$ cat src/rtl/lsu_pkg.sv
// Shared constants for the load/store unit: funct3 size/sign codes and FSM states.
// Latency: none (declarations only).
// Backpressure: none.
package lsu_pkg;

  // funct3 size/sign encodings for loads and stores
  localparam logic [2:0] F3_B  = 3'b000;
  localparam logic [2:0] F3_H  = 3'b001;
  localparam logic [2:0] F3_W  = 3'b010;
  localparam logic [2:0] F3_BU = 3'b100;
  localparam logic [2:0] F3_HU = 3'b101;

  typedef enum logic [1:0] {
    IDLE = 2'd0,
    REQ  = 2'd1,
    DONE = 2'd2
  } state_t;

endpackage

$ cat src/rtl/lsu_align.sv
// Combinational access legality check, store lane formatting and load lane extraction.
// Latency: purely combinational, zero cycles.
// Backpressure: none; outputs follow inputs.
// Ports: is_load/is_store/funct3/addr_lo/store_data describe the incoming request
//        (legal, wstrb, wdata); ld_funct3/ld_addr_lo/rdata describe the outstanding
//        load (ld_data).
import lsu_pkg::*;

module lsu_align (
  input  logic        is_load,
  input  logic        is_store,
  input  logic [2:0]  funct3,
  input  logic [1:0]  addr_lo,
  input  logic [31:0] store_data,
  output logic        legal,
  output logic [3:0]  wstrb,
  output logic [31:0] wdata,
  input  logic [2:0]  ld_funct3,
  input  logic [1:0]  ld_addr_lo,
  input  logic [31:0] rdata,
  output logic [31:0] ld_data
);

  logic       f3_ok;
  logic       align_ok;
  logic [7:0] ld_byte;
  logic [15:0] ld_half;

  // Legality: unsigned variants exist only for loads; halfwords need even
  // addresses and words need word-aligned addresses.
  always_comb begin
    f3_ok    = 1'b0;
    align_ok = 1'b0;
    case (funct3)
      F3_B:  begin f3_ok = 1'b1;    align_ok = 1'b1;              end
      F3_H:  begin f3_ok = 1'b1;    align_ok = ~addr_lo[0];       end
      F3_W:  begin f3_ok = 1'b1;    align_ok = (addr_lo == 2'b00); end
      F3_BU: begin f3_ok = is_load; align_ok = 1'b1;              end
      F3_HU: begin f3_ok = is_load; align_ok = ~addr_lo[0];       end
      default: begin f3_ok = 1'b0;  align_ok = 1'b0;              end
    endcase
    legal = (is_load ^ is_store) & f3_ok & align_ok;
  end

  // Store data is replicated across lanes so the strobe alone selects the target bytes.
  always_comb begin
    wstrb = 4'b0000;
    wdata = store_data;
    case (funct3)
      F3_B: begin
        wstrb = 4'b0001 << addr_lo;
        wdata = {4{store_data[7:0]}};
      end
      F3_H: begin
        wstrb = 4'b0011 << addr_lo;
        wdata = {2{store_data[15:0]}};
      end
      F3_W: begin
        wstrb = 4'b1111;
        wdata = store_data;
      end
      default: begin
        wstrb = 4'b0000;
        wdata = store_data;
      end
    endcase
  end

  // Load lane select and sign/zero extension
  always_comb begin
    case (ld_addr_lo)
      2'd0:    ld_byte = rdata[7:0];
      2'd1:    ld_byte = rdata[15:8];
      2'd2:    ld_byte = rdata[23:16];
      default: ld_byte = rdata[31:24];
    endcase
    ld_half = ld_addr_lo[1] ? rdata[31:16] : rdata[15:0];
    case (ld_funct3)
      F3_B:    ld_data = {{24{ld_byte[7]}}, ld_byte};
      F3_H:    ld_data = {{16{ld_half[15]}}, ld_half};
      F3_BU:   ld_data = {24'd0, ld_byte};
      F3_HU:   ld_data = {16'd0, ld_half};
      default: ld_data = rdata;
    endcase
  end

endmodule

$ cat src/rtl/lsu.sv
// Load/store unit: one req/ack memory transaction per access, aligned/extended load result.
// Latency: start at cycle 0 -> mem_req from cycle 1; ack at cycle k -> done at cycle k+1.
// Backpressure: start ignored while busy; memory stalls by withholding mem_ack (unbounded).
// Ports: clk/rst; request (start, is_load, is_store, funct3, addr, store_data, rd_in);
//        response (busy, done, fault, load_data, rd_out); memory (mem_req, mem_we,
//        mem_addr, mem_wstrb, mem_wdata, mem_ack, mem_rdata).
import lsu_pkg::*;

module lsu #(
  parameter int XLEN = 32
) (
  input  logic            clk,
  input  logic            rst,
  input  logic            start,
  input  logic            is_load,
  input  logic            is_store,
  input  logic [2:0]      funct3,
  input  logic [XLEN-1:0] addr,
  input  logic [XLEN-1:0] store_data,
  input  logic [4:0]      rd_in,
  output logic            busy,
  output logic            done,
  output logic            fault,
  output logic [XLEN-1:0] load_data,
  output logic [4:0]      rd_out,
  output logic            mem_req,
  output logic            mem_we,
  output logic [XLEN-1:0] mem_addr,
  output logic [3:0]      mem_wstrb,
  output logic [XLEN-1:0] mem_wdata,
  input  logic            mem_ack,
  input  logic [XLEN-1:0] mem_rdata
);

  state_t      state;
  logic [2:0]  lat_funct3;
  logic [1:0]  lat_addr_lo;
  logic        lat_is_load;

  logic        legal;
  logic [3:0]  fmt_wstrb;
  logic [31:0] fmt_wdata;
  logic [31:0] ext_data;

  lsu_align u_align (
    .is_load    (is_load),
    .is_store   (is_store),
    .funct3     (funct3),
    .addr_lo    (addr[1:0]),
    .store_data (store_data),
    .legal      (legal),
    .wstrb      (fmt_wstrb),
    .wdata      (fmt_wdata),
    .ld_funct3  (lat_funct3),
    .ld_addr_lo (lat_addr_lo),
    .rdata      (mem_rdata),
    .ld_data    (ext_data)
  );

  always_ff @(posedge clk) begin
    if (rst) begin
      state       <= IDLE;
      busy        <= 1'b0;
      done        <= 1'b0;
      fault       <= 1'b0;
      load_data   <= '0;
      rd_out      <= '0;
      mem_req     <= 1'b0;
      mem_we      <= 1'b0;
      mem_addr    <= '0;
      mem_wstrb   <= '0;
      mem_wdata   <= '0;
      lat_funct3  <= '0;
      lat_addr_lo <= '0;
      lat_is_load <= 1'b0;
    end else begin
      case (state)
        IDLE: begin
          done  <= 1'b0;
          fault <= 1'b0;
          // A start with neither load nor store is not an access at all.
          if (start && (is_load || is_store)) begin
            busy   <= 1'b1;
            rd_out <= rd_in;
            if (legal) begin
              state       <= REQ;
              lat_funct3  <= funct3;
              lat_addr_lo <= addr[1:0];
              lat_is_load <= is_load;
              mem_req     <= 1'b1;
              mem_we      <= is_store;
              mem_addr    <= {addr[XLEN-1:2], 2'b00};
              mem_wstrb   <= is_store ? fmt_wstrb : 4'b0000;
              mem_wdata   <= fmt_wdata;
            end else begin
              // Illegal access completes immediately without touching memory.
              state <= DONE;
              done  <= 1'b1;
              fault <= 1'b1;
            end
          end
        end
        REQ: begin
          if (mem_ack) begin
            state   <= DONE;
            mem_req <= 1'b0;
            mem_we  <= 1'b0;
            done    <= 1'b1;
            if (lat_is_load) begin
              load_data <= ext_data;
            end
          end
        end
        DONE: begin
          state <= IDLE;
          done  <= 1'b0;
          fault <= 1'b0;
          busy  <= 1'b0;
        end
        default: begin
          state <= IDLE;
          busy  <= 1'b0;
          done  <= 1'b0;
          fault <= 1'b0;
        end
      endcase
    end
  end

endmodule

$ cat config.mk
export PLATFORM = sky130hd
export DESIGN_NAME = lsu
export DESIGN_NICKNAME = d
export VERILOG_FILES = /design/src/rtl/lsu_pkg.sv /design/src/rtl/lsu_align.sv /design/src/rtl/lsu.sv
export SDC_FILE = /design/constraint.sdc
export NUM_CORES = 1
export LEC_CHECK = 0
export BUFFER_PORTS_ARGS = -buffer_cell sky130_fd_sc_hd__buf_4
export CORE_MARGIN = 10
export CORE_UTILIZATION = 48
export DETAILED_ROUTE_END_ITERATION = 16
export MAX_ROUTING_LAYER = met4
export PLACE_DENSITY = 0.86
export SLEW_MARGIN = 30
export SYNTH_ARGS = -nofsm -noshare
export SYNTH_HDL_FRONTEND = slang
export SYNTH_SLANG_ARGS = --single-unit
$ cat constraint.sdc
create_clock -name clk -period 2.5 [get_ports clk]
set_clock_uncertainty 0.15 [all_clocks]
set_input_delay 0.25 -clock clk [delete_from_list [all_inputs] [get_ports clk]]
set_output_delay 0.25 -clock clk [all_outputs]
set_load 0.05 [all_outputs]
-- Word level (Yosys, flattened, before mapping)
Cells that the tools add are included.
- bitwise logic cells: 5
- equal/unequal tests: 13
- reductions and logical operators: 18
- muxes and demuxes: 26
- shift-type cells: 2
- operator list (kind ; count):
    32-bit one-hot mux with 4 select lines ; 1
    32-bit one-hot mux with 2 select lines ; 1
    8-bit one-hot mux with 3 select lines ; 1
    16-bit 2-to-1 mux ; 1
    3-bit == test, second input constant ; 4
    1-bit one-hot mux with 2 select lines ; 6
    4-bit one-hot mux with 3 select lines ; 1
    1-bit 2-to-1 mux ; 9
    3-bit by 1-bit == test with 1-bit output, second input constant ; 2
    2-bit logical NOT ; 3
    3-bit logical NOT ; 2
    2-bit 2-to-1 mux ; 3
    2-bit != test, second input constant ; 3
    2-bit AND reduction ; 3
    3-bit AND reduction ; 2
    2-bit OR reduction ; 3
    2-bit by 1-bit == test with 1-bit output, second input constant ; 2
    4-bit 2-to-1 mux ; 1
    2-bit one-hot mux with 2 select lines ; 1
    4-bit AND reduction ; 1
    1-bit by 2-bit left shift with 4-bit output, first input constant ; 1
    2-bit by 2-bit left shift with 4-bit output, first input constant ; 1
    3-bit by 2-bit == test with 1-bit output, second input constant ; 1
    1-bit one-hot mux with 3 select lines ; 1
    other kinds (8) ; 10
- output and inout bits: 110
- word-level logic and storage cells: 78
- register bits: 116
- input bits: 110

-- Depth between registers and ports, before layout
Gate-level depths: netlist of run 1.
- word-level depth: 8
- depth in mapped cells: 8
- depth with buffers taken out: 6

-- Cells and area by module
From an unflattened synthesis of run 1, not the netlist that was laid out.
- cell total of the unflattened synthesis: 741
- area, all modules: 5945.7 µm²
- modules (own cells, without submodules) (module ; cells an instance ; area an instance (µm²) ; instances ; seq. area each (µm²)):
    lsu ; 545 ; 4739.5 ; 1 ; 2322.2
    lsu_align ; 196 ; 1206.2 ; 1 ; 0.0

-- Worst setup path after synthesis of run 1
OpenSTA, ideal clock, no wires.
- path kind: register -> register
- from: reg lat_addr_lo[1]
- to: reg load_data[16]
- stages on the path, launching flop included: 7
- path buffers: 2
- library setup time: 0.120 ns
- required time: 2.230 ns
- setup slack: 0.769 ns
- data arrival time: 1.460 ns
- cells stage by stage: dfxtp_1 > buf_4 > mux4_2 > mux2i_1 > o31a_4 > buf_6 > a21oi_1
- longest elaborated chain between the ends: 3
- elaborated cells between the ends (all ways): 6
- classes of those cells: eq/ne: 2; mux: 3; reduce/logical: 1
- ends and longest elaborated chain (element ; line ; RTL):
    start, declared ; lsu.sv:37 ; logic [1:0] lat_addr_lo;
    start signal, assigned ; lsu.sv:88 ; lat_addr_lo <= addr[1:0];
    2-bit == test (tied with other cells) ; lsu_align.sv:71 ; case (ld_addr_lo)
    8-bit one-hot mux with 3 select lines ; lsu_align.sv:71 ;
    32-bit one-hot mux with 4 select lines (*) ; lsu_align.sv:78 ; case (ld_funct3)
    end signal, assigned ; lsu.sv:110 ; load_data <= ext_data;
    end, declared ; lsu.sv:24 ; output logic [XLEN-1:0] load_data,
Mark *: on every way between the ends. The rest lies on a longest branch, timed or not.
A chain may end at the register's enable or synchronous reset.

-- Worst setup path after layout of run 1
- from: in is_store
- to: reg mem_wdata[23]
- longest elaborated chain between the ends: 4
- elaborated cells between the ends (all ways): 6
- classes of those cells: bitwise: 3; reduce/logical: 3
- ends and longest elaborated chain (element ; line ; RTL):
    start, declared ; lsu.sv:16 ; input logic is_store,
    1-bit XOR ; lsu_align.sv:42 ; legal = (is_load ^ is_store) & f3_ok & align_ok;
    1-bit AND (2 in series) ; lsu_align.sv:42 ;
    3-bit AND reduction (no line) (*) ; - ;
    end signal, assigned ; lsu.sv:94 ; mem_wdata <= fmt_wdata;
    end, declared ; lsu.sv:30 ; output logic [XLEN-1:0] mem_wdata,
Marked as above.

==> results of run 1 <==
==> layer usage <==
layer / vias to the layer above / wire [µm] / global-route usage (%)
met3: 128 / 1750 / 7.23
li1: 2893 / - / -
met5: - / 0 / -
met1: 2948 / 8310 / 30.2
met2: 429 / 11100 / 45.3
met4: 0 / 1410 / 18.8
==> registers in the layout, summed over array words and instances, names as in the netlist, 2 cells and up <==
register     cells
state            2
rd_out           5
mem_addr        30
mem_wdata       32
load_data       32
mem_wstrb        4
lat_addr_lo      2
lat_funct3       3
==> synth_stat cells (9+ instances only) <==
cell type    n  area share [%]
a211oi_1    16             2.3
a21oi_1     98             9.3
buf_2       14             1.3
buf_4       10             1.4
clkbuf_1    37             2.6
dfxtp_1    116              44
mux2i_1     17             3.2
nand2_1     78             5.6
nand3_1     45             4.3
nand3b_1     9             1.3
nor2_1      21             1.5
o21ai_0     85             8.1
==> final timing paths <==
check        slack, ps       from            end  cells past startpoint
max                200   is_store  mem_wdata[23]                      9
min                 20  funct3[0]  lat_funct3[0]                      3
max reg2reg        360   state[1]  mem_wdata[23]                      5
min reg2reg        310  rd_out[4]      rd_out[4]                      2
==> cell type report <==
type / count / area, µm²
inverters: 5 / 18.8
well taps: 140 / 175
fillers: 677 / 2320
clock inverters: 10 / 133
flip-flops and latches: 116 / 2320
diodes: 5 / 12.5
repair buffers: 330 / 2750
multi-input cells: 455 / 2630
clock buffers: 21 / 439
==> power groups by stage <==
stage,registers [mW],clock network (mW),logic [mW]
after floorplan,2.06,0,0.257
after CTS,1.91,2.38,0.783
after detailed placement,1.95,0,0.656
after global placement,1.95,0,0.642
final,1.92,2.38,0.815
after global routing,1.92,2.48,0.855
==> cells by family (layout without fill, tap and decap cells) <==
family | after synthesis | count (layout)
flops | 116 | 116
fa+ha+maj | 1 | 1
mux | 26 | 26
simple gates | 180 | 180
compound gates | 246 | 246
other cells | 1 | 7
buf+inv | 71 | 366
==> tightest hold or removal path, stage by stage <==
cell	delay [ps]
buf_4	210
nand3_1	110
a21oi_1	60
==> repair_timing <==
| item | CTS | global route |
|---|---|---|
| setup buffers | 0 | 0 |
| hold buffers | 97 | 0 |
| endpoints found under the hold margin | 101 | 0 |
==> impl_metrics.tcl, run 1 <==
set metrics [dict create \
    status "finished clean" \
    dp_cells 949 \
    yosys_register_bits 116 \
    wl_per_cell_um 20.9 \
    cp_slowest_stage_delay_ps 550 \
    vias_per_cell 5.91 \
    grt_max_degree 55 \
    final_common_cell "buf_4" \
    cts_made_buffers 17 \
    cp.required_ps 2720 \
    synth_xor_area_share_pct 0 \
    combPwrFrac_pct 15.9 \
    ant_nets 0 \
    setup_violations 0 \
    path_clk_slew_ps 50 \
    start_kind "primary input" \
    path_class "primary input to flip-flop" \
    grt_pass1_wl_um 35100 \
    die_h_um 125 \
    ir_worst_vdd_uv 470 \
    timing.hold.ws_ps 23.6 \
    drv_cap 0 \
    crit_buf_inv 4 \
    timing.final.max_slew_violations 0 \
    pwr-share-seq_pct 37.5 \
    p_per_area_mw_per_mm2 603 \
    critPathMaxFanout 32 \
    clk_latency_ps 510 \
    power.switching_mw 1.35 \
    hpwl_um 14000 \
    via_count 6398 \
    async_flop_share_pct 0 \
    layout_common_cells "buf_4 (231), dfxtp_1 (116), a21oi_1 (98), dlygate4sd3_1 (97), o21ai_0 (85)" \
    cts_tree "done" \
    synth_adder_area_share_pct 0.237 \
    internal_power_mw 3.77 \
    syn_avg_cell_area_um2 8.22 \
    dieArea_mm2 0.0156 \
    synth-simple-area-share_pct 16.2 \
    firstDrtPassIters 7 \
    switching_share_pct 26.3 \
    fin_ws_ps 196 \
    grt_antenna_before_repair 4 \
    crit_slowest_cell "dlygate4sd3_1" \
    io_pins 220 \
    period_minus_slack_ps 2300 \
    place.gp.congestion 0.939 \
    hp-class "primary input to flip-flop" \
    grt_pass1_vias 6593 \
    slew_headroom_pct 48.4 \
    remaining_drc_errors 0 \
    power_mw 5.11 \
    grt_overflow 0 \
    synth_top_family_by_area "compound AO/OA/AOI/OAI gates" \
    drt_iter0_drc 731 \
    dpl_cell_area_mm2 0.00692 \
    muxShareOfSynthArea_pct 5.37 \
    rsz0062_at_grt "false" \
    syn-cell-area_mm2 0.00527 \
    final_util_pct 78.5 \
    fin_crit_sh_pct 92.2 \
    clockPowerShare_pct 46.6 \
    cts_root_buf "clkbuf_8" \
    cpMostUsedCell "buf_4" \
    p_leak_nw 3.44 \
    ctsResizeCount 0 \
    synth_edf_count 0 \
    fin_tns_setup_ps 0 \
    die_width_um 125 \
    num_rows 38 \
    core_region_area_mm2 0.0108 \
    io_buffers 217 \
    initial_utilization_pct 48.8 \
    cp.arrival_ps 2520 \
    cts_buffer_depth 2 \
    tightest_slew_ps 772 \
    synthCells 641 \
    dp_slack_ps 389 \
    yosysSeqAreaShare_pct 44.1 \
    synth_ff_type "dfxtp_1" \
    drive_above_1_share_pct 30.9 \
    crit_path_end_kind "flip-flop" \
    finalHoldViolCount 0 \
    area_growth_pct 60.8 \
    final_cell_area_mm2 0.00847 \
    htree_num_levels 4 \
    track_usage_pct 28.2 \
    crit_path_cell_trace "dlygate4sd3_1 > buf_4 > inv_1 > ha_1 > nor2b_1 > and2_2 > buf_4 > a21oi_1 > a311oi_1" \
    yosys_warnings 0 \
    critical_path.top_delay_family "buffers and inverters" \
    synth_compound_area_share_pct 27.5 \
    wl_um 22600 \
    fmax_ghz 0.434 \
    synthDistinctLibCells 46 \
    clock_sinks 116 \
    nets 1036 \
    final_cell_count_no_fill 1082 \
]
No activity file was read; power rests on OpenSTA's default activity.
==> inputs of run 2 (changes only) <==
--- a/config.mk
+++ b/config.mk
@@ -7,10 +7,11 @@
 export LEC_CHECK = 0
 export BUFFER_PORTS_ARGS = -buffer_cell sky130_fd_sc_hd__buf_4
 export CORE_MARGIN = 10
-export CORE_UTILIZATION = 48
+export CORE_UTILIZATION = 50
+export CTS_BUF_LIST = sky130_fd_sc_hd__clkbuf_8
 export DETAILED_ROUTE_END_ITERATION = 16
 export MAX_ROUTING_LAYER = met4
-export PLACE_DENSITY = 0.86
+export PLACE_DENSITY = 0.89
 export SLEW_MARGIN = 30
 export SYNTH_ARGS = -nofsm -noshare
 export SYNTH_HDL_FRONTEND = slang
==> run 2 against run 1 <==
Via count down 0.17%. Maximum frequency down 6.5%. Sequential share of layout area up 0.89 points. Clock power down 26%. Hold slack worse by 8.0 ps. Non-clock buffer count down 12. Flip-flop and latch count unchanged. Critical path depth down 1. Die area down 3.4%. Utilization up 1.4 points. Register-to-register slack worse by 250 ps. Clock-buffer cell count down 4. Critical path type unchanged. Largest cell class is now multi-input gates. Largest power group is now sequential cells.
==> impl_metrics.tcl, run 2 (same netlist as run 1, synthesis figures left out) <==
set metrics [dict create \
    status "finished clean" \
    hp-class "primary input to flip-flop" \
    cts_root_buf "clkbuf_8" \
    num_rows 37 \
    setup_violations 0 \
    drt_iter0_drc 880 \
    wl_per_cell_um 20.8 \
    drv_cap 0 \
    cp.required_ps 2720 \
    wl_um 22100 \
    cts_buffer_depth 2 \
    cts_tree "done" \
    firstDrtPassIters 8 \
    final_common_cell "buf_4" \
    htree_num_levels 4 \
    p_leak_nw 3.34 \
    place.gp.congestion 0.904 \
    wl_met1_um 8050 \
    initial_utilization_pct 51.3 \
    clk_latency_ps 430 \
    die_width_um 123 \
    dr_wl_met2_um 11100 \
    tightest_slew_ps 739 \
    dp_slack_ps 350 \
    io_pins 220 \
    grt_antenna_before_repair 3 \
    finalHoldViolCount 0 \
    path_class "primary input to flip-flop" \
    r2r_setup_slack_ps 110 \
    core_region_area_mm2 0.0103 \
    timing.hold.ws_ps 15.6 \
    cts_made_buffers 17 \
    reg_top3 "load_data (32), mem_wdata (32), mem_addr (30)" \
    ir_worst_vdd_uv 409 \
    final_util_pct 79.9 \
    fin_crit_sh_pct 98.6 \
    start_kind "primary input" \
    vias_per_cell 5.99 \
    timing.final.max_slew_violations 0 \
    ant_nets 0 \
    power_mw 4.46 \
    fin_ws_ps 35.2 \
    track_usage_pct 28.7 \
    clock_sinks 116 \
    nets 1024 \
    crit_path_end_kind "flip-flop" \
    path_clk_slew_ps 80 \
    postCtsSetupBuffers 0 \
    slew_headroom_pct 49.5 \
    r2r_cells 6 \
    layout_common_cells "buf_4 (231), dfxtp_1 (116), a21oi_1 (96), o21ai_0 (85), dlygate4sd3_1 (84)" \
    top_layer "met4" \
    cp.arrival_ps 2690 \
    wl_met3_um 2100 \
    grt_pass1_vias 6370 \
    hpwl_um 13600 \
    remaining_drc_errors 0 \
    grt_max_degree 69 \
    grt_pass1_wl_um 33700 \
    via_count 6387 \
    dieArea_mm2 0.0150 \
    worstHoldPathCells 3 \
    critPathMaxFanout 28 \
    period_minus_slack_ps 2460 \
    drive_above_1_share_pct 32.2 \
    die_h_um 123 \
    io_buffers 217 \
    p_per_area_mw_per_mm2 544 \
    area_growth_pct 55.8 \
    fmax_ghz 0.406 \
    grt_overflow 0 \
]
==> run 2: through the flow <==
step                setup TNS, ps  instance area (µm²)  std cells
global route                -68.6                 8200       1065
global placement                0                 6910        945
detailed placement              0                 6910        945
floorplan                       0                 5270        642
CTS                             0                 8150       1061
finish                          0                 8210       1067
==> run 2: critical path: stages <==
cell and delay (ps):
dlygate4sd3_1 550, buf_4 190, a21oi_2 240, o221a_4 270, buf_12 200, a21oi_1 90
a311oi_1 270, dlygate4sd3_1 620
==> run 2: routing by layer <==
metal	vias to the layer above	track usage [%]
met5	-	-
met4	0	13.6
met3	84	8.40
met2	418	46.7
met1	3011	31.8
li1	2874	-
==> run 2: power breakdown <==
part / total (mW) / switching [mW] / internal, mW
clock: 1.75 / 0.861 / 0.891
combinational: 0.798 / 0.457 / 0.341
sequential: 1.91 / 0.0284 / 1.88
total: 4.46 / 1.35 / 3.12
==> run 2: final timing paths <==
path / to / startpoint
setup / recovery: mem_wdata[18] / funct3[1]
hold / removal: mem_wdata[27] / store_data[27]
setup reg to reg: mem_wdata[18] / state[1]
hold reg to reg: rd_out[3] / rd_out[3]
==> run 2: final cells by class <==
| cell class | count | area [µm²] |
|---|---|---|
| multi-input combinational | 455 | 2650 |
| timing repair buffer | 318 | 2640 |
| sequential | 116 | 2320 |
| fill | 634 | 2070 |
| clock buffer | 17 | 234 |
| tap | 136 | 170 |
| clock inverter | 15 | 159 |
| inverter | 5 | 18.8 |
| antenna | 5 | 12.5 |
==> run 2: repair_timing <==
action | in CTS | in global routing
resized for setup | 0 | 6
hold buffers | 84 | 0
endpoints found under the setup margin | 0 | 5
hold endpoints to repair | 79 | 0
==> inputs of run 3 (changes only) <==
--- a/config.mk
+++ b/config.mk
@@ -6,12 +6,14 @@
 export NUM_CORES = 1
 export LEC_CHECK = 0
 export BUFFER_PORTS_ARGS = -buffer_cell sky130_fd_sc_hd__buf_4
+export CELL_PAD_IN_SITES_DETAIL_PLACEMENT = 1
+export CELL_PAD_IN_SITES_GLOBAL_PLACEMENT = 1
 export CORE_MARGIN = 10
-export CORE_UTILIZATION = 50
+export CORE_UTILIZATION = 35
 export CTS_BUF_LIST = sky130_fd_sc_hd__clkbuf_8
 export DETAILED_ROUTE_END_ITERATION = 16
 export MAX_ROUTING_LAYER = met4
-export PLACE_DENSITY = 0.89
+export PLACE_DENSITY = 0.88
 export SLEW_MARGIN = 30
 export SYNTH_ARGS = -nofsm -noshare
 export SYNTH_HDL_FRONTEND = slang
==> run 3 against run 2 <==
Design area grew 2.9%. Flip-flop and latch count is the same. Sequential share of layout area shrank 0.80 points. Final cell count grew 5.9%. Total power grew 7.8%. Utilization shrank 22 points. Clock-buffer cell count grew 1. Clock power grew 18%. Hold slack gained 0.74 ps. Sequential power is essentially flat. Largest cell class is now buffers. Largest power group is now clock.
==> impl_metrics.tcl, run 3 (same netlist as run 1, synthesis figures left out) <==
set metrics [dict create \
    start_kind "primary input" \
    cts_buffer_depth 2 \
    die_width_um 143 \
    finalHoldViolCount 0 \
    p_per_area_mw_per_mm2 570 \
    final_cell_area_mm2 0.00845 \
    die_h_um 143 \
    fmax_ghz 0.426 \
    track_usage_pct 27.0 \
    wl_um 27100 \
    cts_root_buf "clkbuf_8" \
    fin_crit_sh_pct 93.9 \
    grt_pass1_vias 6999 \
    switching_share_pct 28.7 \
    timing.final.max_slew_violations 0 \
    p_leak_nw 3.45 \
    initial_utilization_pct 36.0 \
    timing.hold.ws_ps 16.4 \
    cts_tree "done" \
    internal_power_mw 3.43 \
    htree_num_levels 4 \
    clock_sinks 116 \
    vias_per_cell 5.69 \
    num_rows 44 \
    remaining_drc_errors 0 \
    path_class "primary input to flip-flop" \
    cp.required_ps 2760 \
    drv_cap 0 \
    hpwl_um 16000 \
    fillers 1706 \
    reg_top3 "load_data (32), mem_wdata (32), mem_addr (30)" \
    ir_worst_vdd_uv 414 \
    clockPowerShare_pct 42.7 \
    fin_tns_setup_ps 0 \
    drt_iter0_drc 361 \
    period_minus_slack_ps 2350 \
    core_region_area_mm2 0.0146 \
    power.switching_mw 1.38 \
    grt_overflow 0 \
    hp-class "primary input to flip-flop" \
    cp.arrival_ps 2610 \
    final_common_cell "buf_4" \
    setup_violations 0 \
    pwr-share-seq_pct 39.7 \
    ant_nets 0 \
    dieArea_mm2 0.0204 \
    place.gp.congestion 0.827 \
    io_pins 220 \
    tightest_slew_ps 796 \
    cts_made_buffers 17 \
    slew_headroom_pct 45.6 \
    path_clk_slew_ps 80 \
    clk_latency_ps 470 \
    crit_path_end_kind "flip-flop" \
    grt_antenna_before_repair 3 \
    via_count 6425 \
    area_growth_pct 60.3 \
    rsz0062_at_grt "false" \
    combPwrFrac_pct 17.6 \
    critPathMaxFanout 15 \
    io_buffers 217 \
    drive_above_1_share_pct 31.5 \
    dpl_cell_area_mm2 0.00701 \
    status "finished clean" \
    final_util_pct 57.7 \
    firstDrtPassIters 7 \
    wl_per_cell_um 24.0 \
    grt_max_degree 56 \
    postCtsSetupBuffers 0 \
    layout_common_cells "buf_4 (236), dfxtp_1 (116), a21oi_1 (98), dlygate4sd3_1 (98), o21ai_0 (85)" \
    nets 1042 \
    grt_pass1_wl_um 41500 \
]
## run 3: cell types whose count changed in the layout (fill, tap and decap cells not counted), sizes merged
cell | previous run | this run
bufinv | 2 | 5
dlygate4sd3 | 84 | 98
clkinv | 8 | 5
clkinvlp | 3 | 1
buf | 233 | 238
diode | 5 | 3
## run 3: power by group through the flow
stage / combinational, mW / clock [mW] / sequential [mW]
2_1_floorplan: 0.257 / 0 / 2.06
3_3_place_gp: 0.671 / 0 / 1.95
3_5_place_dp: 0.680 / 0 / 1.95
4_1_cts: 0.807 / 2.03 / 1.91
5_1_grt: 0.889 / 2.16 / 1.91
6_report: 0.846 / 2.06 / 1.91
## run 3: layer usage
layer	part of all wire (%)	GRT usage, %
met3	7.2	8.76
met4	4.4	13.7
met1	38	28.4
met2	50	44.9
met5	0	-
## run 3: what timing repair did
action,in CTS,in global routing
resized for setup,0,3
endpoints found under the setup margin,0,8
hold buffers,98,0
hold endpoints to repair,92,0
## run 3: path summary, 6_finish.rpt
path	startpoint	to	slack [ps]	depth (start not counted)
setup reg to reg	state[1]	mem_wdata[20]	200	6
setup / recovery	addr[1]	mem_wdata[20]	150	7
hold reg to reg	mem_req	mem_req	310	2
hold / removal	store_data[13]	mem_wdata[13]	20	3
## run 3: worst max-delay path, cell delays in order
cell           delay, ps
buf_4                140
nor4_2               460
o221a_2              470
buf_4                270
a21oi_1               90
a311oi_1             300
dlygate4sd3_1        620
## run 3: area by class of cell
cell class	instances	area, µm²	area share, %
tap	184	230	2.73
inverter	5	18.8	0.222
clock buffer	18	248	2.93
multi-input combinational	455	2640	31.2
timing repair buffer	336	2790	33.1
antenna	3	7.51	0.0889
sequential	116	2320	27.5
clock inverter	13	190	2.25
## run 3: per-stage QoR
| step | setup WS, ps | cells | total power [mW] |
|---|---|---|---|
| 5_1_grt | 52.6 | 1130 | 4.96 |
| 6_report | 152 | 1130 | 4.81 |
| 2_1_floorplan | 769 | 642 | 2.32 |
| 3_5_place_dp | 366 | 998 | 2.63 |
| 4_1_cts | 128 | 1127 | 4.75 |
| 3_3_place_gp | 473 | 998 | 2.62 |
